## src/rtl/seq_accumulator.sv

```systemverilog
// -----------------------------------------------------------------------------
// seq_accumulator
// Streaming accumulator. A start_i pulse opens a new sequence; unsigned words
// arriving over a valid/ready handshake are summed until a zero terminator is
// accepted, at which point done_o pulses for one cycle with the final sum_o and
// count_o. Sum carry-out and term-count overflow set the sticky err_o and the
// remainder of the stream (up to and including its terminator) is drained.
//
// Optional feature macro: SEQ_ACC_SAT_EN
//   defined   : a sum carry saturates sum_o to all-ones and sets sticky sat_o
//               instead of erroring; count overflow still errors.
//   undefined : a sum carry errors; sat_o is constant 0.
//
// Ports
//   clk         in   clock, rising edge
//   rstn        in   asynchronous active-low reset
//   start_i     in   open a new sequence (clears sum, count, err, sat)
//   in_valid_i  in   in_data_i is valid
//   in_ready_o  out  word accepted this cycle if in_valid_i is high
//   in_data_i   in   WIDTH-bit unsigned term, zero is the terminator
//   done_o      out  one-cycle pulse after the terminator is accepted
//   err_o       out  sticky overflow flag
//   sat_o       out  sticky saturation flag
//   sum_o       out  accumulated sum
//   count_o     out  number of nonzero terms added
// -----------------------------------------------------------------------------
module seq_accumulator #(
  parameter int WIDTH = 16,
  parameter int CNT_W = 8
) (
  input  logic             clk,
  input  logic             rstn,
  input  logic             start_i,
  input  logic             in_valid_i,
  output logic             in_ready_o,
  input  logic [WIDTH-1:0] in_data_i,
  output logic             done_o,
  output logic             err_o,
  output logic             sat_o,
  output logic [WIDTH-1:0] sum_o,
  output logic [CNT_W-1:0] count_o
);

  typedef enum logic [1:0] {
    ST_IDLE  = 2'd0,
    ST_ACC   = 2'd1,
    ST_DRAIN = 2'd2
  } state_t;

  localparam logic [CNT_W-1:0] CNT_MAX = {CNT_W{1'b1}};
  localparam logic [WIDTH-1:0] SUM_MAX = {WIDTH{1'b1}};

  // Zero-extended add; the top bit is the carry-out.
  function automatic logic [WIDTH:0] wide_add(input logic [WIDTH-1:0] a,
                                              input logic [WIDTH-1:0] b);
    wide_add = {1'b0, a} + {1'b0, b};
  endfunction

  state_t           state_q, state_d;
  logic [WIDTH-1:0] sum_q,   sum_d;
  logic [CNT_W-1:0] count_q, count_d;
  logic             err_q,   err_d;
  logic             sat_q,   sat_d;
  logic             done_q,  done_d;
  logic             accept_s;
  logic [WIDTH:0]   add_s;

  // Ready is combinational so that start_i blocks acceptance in its own cycle.
  assign in_ready_o = ((state_q == ST_ACC) || (state_q == ST_DRAIN)) && !start_i;
  assign accept_s   = in_valid_i && in_ready_o;
  assign add_s      = wide_add(sum_q, in_data_i);

  // Next-state and next-output computation.
  always_comb begin
    state_d = state_q;
    sum_d   = sum_q;
    count_d = count_q;
    err_d   = err_q;
    sat_d   = sat_q;
    done_d  = 1'b0;
    if (start_i) begin
      state_d = ST_ACC;
      sum_d   = {WIDTH{1'b0}};
      count_d = {CNT_W{1'b0}};
      err_d   = 1'b0;
      sat_d   = 1'b0;
    end else if (accept_s) begin
      case (state_q)
        ST_ACC: begin
          if (in_data_i == {WIDTH{1'b0}}) begin
            done_d  = 1'b1;
            state_d = ST_IDLE;
          end else if (count_q == CNT_MAX) begin
            // Count overflow takes precedence over a simultaneous carry.
            err_d   = 1'b1;
            state_d = ST_DRAIN;
          end else if (add_s[WIDTH]) begin
`ifdef SEQ_ACC_SAT_EN
            sum_d   = SUM_MAX;
            sat_d   = 1'b1;
            count_d = count_q + CNT_W'(1);
`else
            err_d   = 1'b1;
            state_d = ST_DRAIN;
`endif
          end else begin
            sum_d   = add_s[WIDTH-1:0];
            count_d = count_q + CNT_W'(1);
          end
        end
        ST_DRAIN: begin
          if (in_data_i == {WIDTH{1'b0}}) begin
            done_d  = 1'b1;
            state_d = ST_IDLE;
          end else begin
            state_d = ST_DRAIN;
          end
        end
        default: begin
          state_d = ST_IDLE;
        end
      endcase
    end else begin
      state_d = state_q;
    end
`ifndef SEQ_ACC_SAT_EN
    sat_d = 1'b0;
`endif
  end

  // State and output registers.
  always_ff @(posedge clk or negedge rstn) begin
    if (!rstn) begin
      state_q <= ST_IDLE;
      sum_q   <= {WIDTH{1'b0}};
      count_q <= {CNT_W{1'b0}};
      err_q   <= 1'b0;
      sat_q   <= 1'b0;
      done_q  <= 1'b0;
    end else begin
      state_q <= state_d;
      sum_q   <= sum_d;
      count_q <= count_d;
      err_q   <= err_d;
      sat_q   <= sat_d;
      done_q  <= done_d;
    end
  end

  assign sum_o   = sum_q;
  assign count_o = count_q;
  assign err_o   = err_q;
  assign sat_o   = sat_q;
  assign done_o  = done_q;

endmodule

```

## config.mk

```make
export PLATFORM = sky130hd
export DESIGN_NAME = seq_accumulator
export DESIGN_NICKNAME = d
export VERILOG_FILES = /design/src/rtl/seq_accumulator.sv
export SDC_FILE = /design/constraint.sdc
export NUM_CORES = 1
export LEC_CHECK = 0
export CORE_MARGIN = 2
export CORE_UTILIZATION = 45
export CTS_CLUSTER_DIAMETER = 50
export CTS_CLUSTER_SIZE = 16
export DETAILED_ROUTE_END_ITERATION = 10
export PLACE_DENSITY = 0.83
export SLEW_MARGIN = 15
export SYNTH_ARGS = -nofsm -noshare
export SYNTH_HDL_FRONTEND = slang
export SYNTH_SLANG_ARGS = --single-unit
```

## constraint.sdc

```tcl
create_clock -name clk -period 7.15 [get_ports clk]
set_clock_uncertainty 0.05 [all_clocks]
set_input_delay 1.0725 -clock clk [delete_from_list [all_inputs] [get_ports clk]]
set_output_delay 1.0725 -clock clk [all_outputs]
set_load 0.03 [all_outputs]
```

==> flow_summary.toml, run 1 <==
[outcome]
status = "complete, no violations"

[floorplanning]
io_pins = 48
start_util_pct = 47.5
die_height_microns = 72.5
dieArea_sq_um = 5250
rows = 24
die_x_microns = 72.5
core_sq_um = 4440

[sta]
relSlewSlack_pct = 40.6
rsz0062_at_grt = "false"
finalWorstSetupSlack_ps = 2880
max_freq_mhz = 234
setup_viol = 0
fin_crit_ps = 4270
fin_crit_sh_pct = 59.7
maxSlewViolCount = 0
hold_viol_final = 0
worstMarginPinSlew_ps = 889
setup_tns_ps = 0

[logic_synthesis]
yosys-top-cells-count = "dfrtp_1, o21ai_0, a21oi_1"
yosysUniqueCellTypes = 45
yosysTopAreaCell = "dfrtp_1"
ys_ff_latch = 28
synth_cells = 240
synth_top_area_share_pct = 33.2
ys.flop_type = "dfrtp_1"
yosys_warnings = 0
async_flop_share_pct = 100
synth_area_leaders = "dfrtp_1, ha_1, o21ai_0"
synth-edff-count = 0
yosysSeqAreaShare_pct = 33.2
synth.cell_area_sq_um = 2110
syn_nets = 279
syn_area_per_cell_sq_um = 8.79

[worst_setup_path]
start_kind = "primary input"
cp-end-kind = "flop"
crit_fanout = 48
cp.required_ps = 7280
crit_type = "primary input to flop"
cp_data_arrival_time_ps = 4400

[layout]
syn2layout_area_growth_pct = 24.9
final_util_pct = 59.3
antennaDiodeCount = 0
drive_gt1_share_pct = 3.56
final_net_count = 321

[clock_tree]
path_clk_slew_ps = 100
cts_resized = 0
clock-root-buffer = "clkbuf_8"
htreeDepth = 1
cts_buffers = 3
cts_buffer_depth = 2
cts.sinks = 28
cts_tree = "done"
postCtsSetupBuffers = 0
clk_latency_ps = 270
holdBufCountCts = 0

[power_and_ir_drop]
ir_drop_mv = 0.167
intPower_uw = 475
power_frac_clock_pct = 11.0
swShare_pct = 46.1
total_power_uw = 882
cellLeakagePower_nw = 1.10
comb_power_share_pct = 61.5
power.share.sequential_pct = 27.5
cellPowerDensity_nw_per_um2 = 335
netSwitchingPower_uw = 407

[detailed_routing]
routed_via_density = 5.89
wl_per_cell_microns = 15.2
drt_pass1_iterations = 4
routed_wl_mm = 5.05
drt_iter0_drc = 141
vias = 1960
drc = 0
ant_nets = 0

[grt]
overflow = 0
grt_pass1_vias = 1835
grt_antenna_before_repair = 0
grt_max_degree = 49
grt_pass1_wl_mm = 8.67
grt.total_usage_pct = 20.6

[flow_run]
max_cap_violations = 0

[place]
post-place-ws_ps = 2620
gp_congestion = 0.968
numPortBuffers = 46
post-dp-hpwl_mm = 3.83

[hold_path]
hold_class = "flop to flop"
==> power groups by stage <==
stage          clock [mW]  sequential (mW)  combinational [mW]
4_1_cts            0.0998            0.244               0.541
6_report           0.0971            0.243               0.542
3_3_place_gp            0            0.245               0.531
2_1_floorplan           0            0.315               0.314
3_5_place_dp            0            0.247               0.537
5_1_grt             0.106            0.249               0.599
==> layout by cell type (no fill, tap or decap), types with 5 or more instances in the layout <==
cell type / Yosys / final
o21ai_0: 28 / 28
clkdlybuf4s50_1: 0 / 46
ha_1: 18 / 18
nor2_1: 15 / 15
nand3_1: 9 / 9
o31ai_1: 6 / 6
nand2_1: 17 / 17
inv_1: 6 / 6
xnor2_1: 5 / 5
o21a_1: 5 / 5
nand3b_1: 17 / 17
dfrtp_1: 28 / 28
a21oi_1: 21 / 21
a21o_1: 6 / 6
==> area by class of cell <==
type | instances | area (sq um)
fillers | 398 | 1810
multi-input cells | 196 | 1320
flip-flops and latches | 28 | 701
repair buffers | 47 | 468
well taps | 52 | 65.1
clock buffers | 4 | 55.1
inverters | 6 | 22.5
==> logic make-up after synthesis <==
kind of cell,after synthesis,share of synthesized area (%)
other,1,0.178
AND/OR/NAND/NOR,83,21.9
adder cells (fa/ha/maj),19,11.6
XOR/XNOR,8,3.32
multiplexers,1,0.475
buffers and inverters,16,4.03
AO/OA/AOI/OAI,84,25.3
flip-flops,28,33.2
==> registers in the layout, indices dropped and copies added (netlist names) <==
register	count
count_o	8
state_q	2
sum_o	16
done_o	1
err_o	1
==> worst paths after layout <==
kind | start | end | slack (ps) | depth (start not counted)
min reg2reg | state_q[0] | state_q[0] | 460 | 1
max reg2reg | sum_o[0] | count_o[7] | 3750 | 8
max | start_i | count_o[7] | 2880 | 7
min | state_q[0] | state_q[0] | 460 | 1
max in group asynchronous | rstn | state_q[0] | 5660 | 2
min in group asynchronous | rstn | sum_o[1] | 1130 | 2
==> critical path, stage by stage <==
cell and delay [ps]:
clkdlybuf4s50_1 870, nor2_1 400, nand2_1 170, a2111oi_4 320, nand3_2 660, or4_1 730, a21oi_1 170
==> per-stage QoR <==
stage                     cell area, sq um  cells  hold slack, ps
after floorplan                       2110    240             406
after global placement                2580    329             418
after detailed placement              2580    329             438
after CTS                             2640    333             460
after global routing                  2640    333             475
final                                 2640    333             462
==> metal layers <==
metal	track usage, %	part of all wire (%)
met4	5.14	0.67
met2	32.4	46
met5	0	0
met1	30.6	49
met3	1.81	3.7
Note: power is estimated with default switching activity, not from simulation.
==> run 2, diff against run 1 <==
==> constraint.sdc (replaced) <==
create_clock -name clk -period 4.2 [get_ports clk]
set_clock_uncertainty 0.05 [all_clocks]
set_input_delay 0.63 -clock clk [delete_from_list [all_inputs] [get_ports clk]]
set_output_delay 0.63 -clock clk [all_outputs]
set_load 0.03 [all_outputs]
==> run 2 against run 1 <==
  * Sequential power is 70% higher
  * Global-route usage is 0.62 points lower
  * Final cell count is 0.60% higher
  * Non-clock buffer count is 2 higher
  * First-iteration DRC count is 30% lower
  * Sequential cell count stayed put
  * Hold slack worse by 9.0 ps
  * Worst setup slack worse by 2100 ps
  * Clock power is 120% higher
  * Critical path depth is 2 higher
  * Largest power group unchanged
==> flow_summary.toml, run 2 (synthesized netlist as in run 1, its figures left out) <==
[layout]
multi_input_area_sq_um = 1320
drive_gt1_share_pct = 4.24
stdcell_area_sq_um = 2670
fill_cells = 382
final_net_count = 323
antennaDiodeCount = 0
syn2layout_area_growth_pct = 26.4
largest_reg_flops = 16
ff_latch_area_sq_um = 701
instances_no_fill = 335
final_cell_mix = "clkdlybuf4s50_1, o21ai_0, dfrtp_1"
layout_commonest_cell = "clkdlybuf4s50_1"
final_util_pct = 60.0

[grt]
top_usage_layer = "met2"
grt.total_usage_pct = 20.0
grt_antenna_before_repair = 0
grt_max_degree = 29
grt_util_met3_pct = 2.22
overflow = 0
met1_usage_pct = 27.4
grt_pass1_wl_mm = 8.38
grt_util_met2_pct = 33.5
grt_pass1_vias = 1830

[sta]
fin_hold_ws_ps = 453
hold_viol_final = 0
maxSlewViolCount = 0
setup_viol = 0
rsz0062_at_grt = "false"
relSlewSlack_pct = 60.4
finalWorstSetupSlack_ps = 783
fin_crit_ps = 3420
setup_tns_ps = 0
max_freq_mhz = 293
fin_crit_sh_pct = 81.3
worstMarginPinSlew_ps = 589

[place]
post-place-ws_ps = 521
gp_congestion = 0.931
place_inst = 331
numPortBuffers = 46
post-dp-hpwl_mm = 3.79
dpl_cell_area_sq_um = 2590

[clock_tree]
postCtsSetupBuffers = 0
clk_latency_ps = 280
cts_tree = "done"
cts_buffers = 3
htreeDepth = 1
clock-root-buffer = "clkbuf_8"
cts.sinks = 28
cts_resized = 0
holdBufCountCts = 0
cts_buffer_depth = 2
path_clk_slew_ps = 100

[worst_setup_path]
slowest_stage = "or4_1"
worstPathCellList = "clkdlybuf4s50_1 > ha_1 > fa_1 > a211oi_1 > or4_4 > a211o_1 > nand3_2 > or4_1 > a21oi_1"
crit_buf_inv = 1
cp-end-kind = "flop"
crit_fanout = 27
start_kind = "primary input"
cp_top_family = "simple AND/OR/NAND/NOR gates"
cpPeakStageDelay_ps = 610
cp_data_arrival_time_ps = 3580
crit_type = "primary input to flop"
cp.required_ps = 4360

[floorplanning]
core_sq_um = 4440
io_pins = 48
rows = 24
die_x_microns = 72.5
dieArea_sq_um = 5250
die_height_microns = 72.5
start_util_pct = 47.5

[power_and_ir_drop]
ir_drop_mv = 0.275
total_power_mw = 1.56
cellPowerDensity_nw_per_um2 = 584
cellLeakagePower_nw = 1.12

[detailed_routing]
routed_via_density = 5.89
drc = 0
vias = 1973
ant_nets = 0
drt_pass1_iterations = 4
drt_iter0_drc = 99
routed_wl_mm = 5.14
wl_per_cell_microns = 15.3

[flow_run]
max_cap_violations = 0

[outcome]
status = "complete, no violations"

[hold_path]
hold_class = "flop to flop"
[run 2: cell count changes in the layout (fill, tap and decap cells not counted)]
cell | before | now
buf_4 | 1 | 3
bufinv_16 | 0 | 1
clkbuf_8 | 4 | 3
[run 2: worst paths after layout]
| path | startpoint | cells past startpoint | slack (ps) | endpoint |
|---|---|---|---|---|
| min reg2reg | state_q[0] | 1 | 450 | state_q[0] |
| max reg2reg | sum_o[0] | 8 | 1190 | count_o[5] |
| min | state_q[0] | 1 | 450 | state_q[0] |
| max | in_data_i[0] | 9 | 780 | count_o[5] |
| min in group asynchronous | rstn | 2 | 680 | sum_o[1] |
| max in group asynchronous | rstn | 2 | 3150 | state_q[1] |
[run 2: where the power goes]
group          leakage, nW  internal, mW  switching (mW)  total (mW)
Sequential           0.376         0.343          0.0698       0.413
Clock               0.0357         0.128          0.0854       0.213
Combinational        0.708         0.386           0.545       0.931
Total                 1.12         0.857           0.700        1.56
[run 2: metal layers]
metal | share of wire [%] | routed length [microns] | vias to the layer above
met4 | 1.1 | 56 | 0
met1 | 48 | 2450 | 932
met2 | 47 | 2420 | 52
met5 | 0 | 0 | -
met3 | 4.2 | 215 | 4
li1 | - | - | 985
[run 2: final cells by class]
class / count / share of cell area (%)
clock buffers: 3 / 1.55
clock inverters: 1 / 1.13
inverters: 6 / 0.845
multi-input cells: 196 / 49.6
flip-flops and latches: 28 / 26.3
well taps: 52 / 2.44
repair buffers: 49 / 18.1
==> run 3, diff against run 2 <==
==> constraint.sdc (replaced) <==
create_clock -name clk -period 3.15 [get_ports clk]
set_clock_uncertainty 0.05 [all_clocks]
set_input_delay 0.4725 -clock clk [delete_from_list [all_inputs] [get_ports clk]]
set_output_delay 0.4725 -clock clk [all_outputs]
set_load 0.03 [all_outputs]
==> run 3 against run 2 <==
  * Global-route usage rose by 0.71 points
  * Non-clock buffer count rose by 6
  * Worst setup slack got worse by 490 ps
  * Clock power fell by 9.4%
==> flow_summary.toml, run 3 (synthesized netlist as in run 1, its figures left out) <==
[place]
gp_congestion = 0.977
numPortBuffers = 46
place_inst = 337
post-dp-hpwl_mm = 4.07

[clock_tree]
htreeDepth = 1
cts_tree = "done"
holdBufCountCts = 0
clock-root-buffer = "clkbuf_8"
cts_resized = 0
path_clk_slew_ps = 90
cts_buffer_depth = 2
cts_buffers = 3
clk_latency_ps = 270
cts.sinks = 28
postCtsSetupBuffers = 0

[hold_path]
hold_class = "flop to flop"

[worst_setup_path]
crit_fanout = 11
worstPathCellList = "clkdlybuf4s50_1 > ha_1 > fa_1 > a211oi_1 > or4_4 > a211o_1 > nand3_2 > buf_4 > or3_1 > a21oi_1"
slowest_stage = "clkdlybuf4s50_1"
cp.required_ps = 3300
cp_data_arrival_time_ps = 3000
start_kind = "primary input"
cpPeakStageDelay_ps = 420
crit_type = "primary input to flop"
cp-end-kind = "flop"
ff2ff_setup_slack_ps = 520

[sta]
setup_tns_ps = 0
max_freq_mhz = 351
hold_viol_final = 0
relSlewSlack_pct = 59.4
fin_crit_ps = 2850
worstMarginPinSlew_ps = 603
fin_crit_sh_pct = 90.6
rsz0062_at_grt = "false"
fin_hold_ws_ps = 451
maxSlewViolCount = 0
setup_viol = 0

[floorplanning]
core_sq_um = 4440
io_pins = 48
dieArea_sq_um = 5250
die_height_microns = 72.5
die_x_microns = 72.5
start_util_pct = 47.5
rows = 24

[layout]
drive_gt1_share_pct = 5.90
largest_reg_flops = 16
final_net_count = 329
final_util_pct = 60.3
layout_commonest_cell = "clkdlybuf4s50_1"
instances_no_fill = 340
antennaDiodeCount = 0
fill_cells = 392
syn2layout_area_growth_pct = 27.1
final_cell_mix = "clkdlybuf4s50_1, o21ai_0, dfrtp_1"

[detailed_routing]
ant_nets = 0
vias = 2012
routed_via_density = 5.92
drt_pass1_iterations = 4
drt_iter0_drc = 70
routed_wl_mm = 5.29
wl_per_cell_microns = 15.6
drc = 0

[power_and_ir_drop]
total_power_mw = 2.03
cellPowerDensity_nw_per_um2 = 757
ir_drop_mv = 0.362
cellLeakagePower_nw = 1.14

[grt]
grt_max_degree = 29
grt_pass1_vias = 1937
grt.total_usage_pct = 20.7
grt_pass1_wl_mm = 8.66
grt_antenna_before_repair = 0
overflow = 0

[outcome]
status = "complete, no violations"

[flow_run]
max_cap_violations = 0
[run 3: changes by cell type in the layout (fill, tap and decap cells not counted)]
cell       delta
bufinv_16     -1
buf_4         +6
[run 3: final timing paths]
check,startpoint,cells past startpoint,endpoint
max,in_data_i[0],10,count_o[3]
min,state_q[0],1,state_q[0]
max reg2reg,sum_o[0],9,count_o[3]
min reg2reg,state_q[0],1,state_q[0]
max in group asynchronous,rstn,2,count_o[7]
min in group asynchronous,rstn,2,sum_o[1]
[run 3: layout make-up]
cell class	count	area, sq um	share of cell area (%)
clock buffer	3	41.3	1.54
inverter	6	22.5	0.840
multi-input combinational	196	1320	49.4
sequential	28	701	26.1
tap	52	65.1	2.43
timing repair buffer	55	528	19.7
[run 3: power by group]
group          switching (mW)  leakage (nW)  internal [mW]  total (mW)
clock                   0.107        0.0216         0.0857       0.193
combinational           0.738         0.737          0.547        1.29
sequential             0.0933         0.376          0.458       0.551
[run 3: metrics by stage]
stage	setup WS [ps]	cell area, sq um
floorplan	550	2110
global placement	84.2	2640
detailed placement	40.5	2640
CTS	314	2680
global route	136	2680
finish	298	2680
[run 3: critical path, delay by kind of cell]
kind | cells | cell delay (ps)
adders and majority gates | 2 | 630
buffers and inverters | 2 | 630
AOI/OAI and AO/OA | 3 | 560
and+or+nand+nor | 3 | 690
[run 3: metal layers]
layer | share of wire [%] | vias up | track usage (%)
li1 | - | 1000 | -
met1 | 46 | 944 | 27.9
met2 | 47 | 64 | 36.1
met3 | 6.2 | 4 | 2.08
met4 | 0.96 | 0 | 4.32
met5 | 0 | - | 0
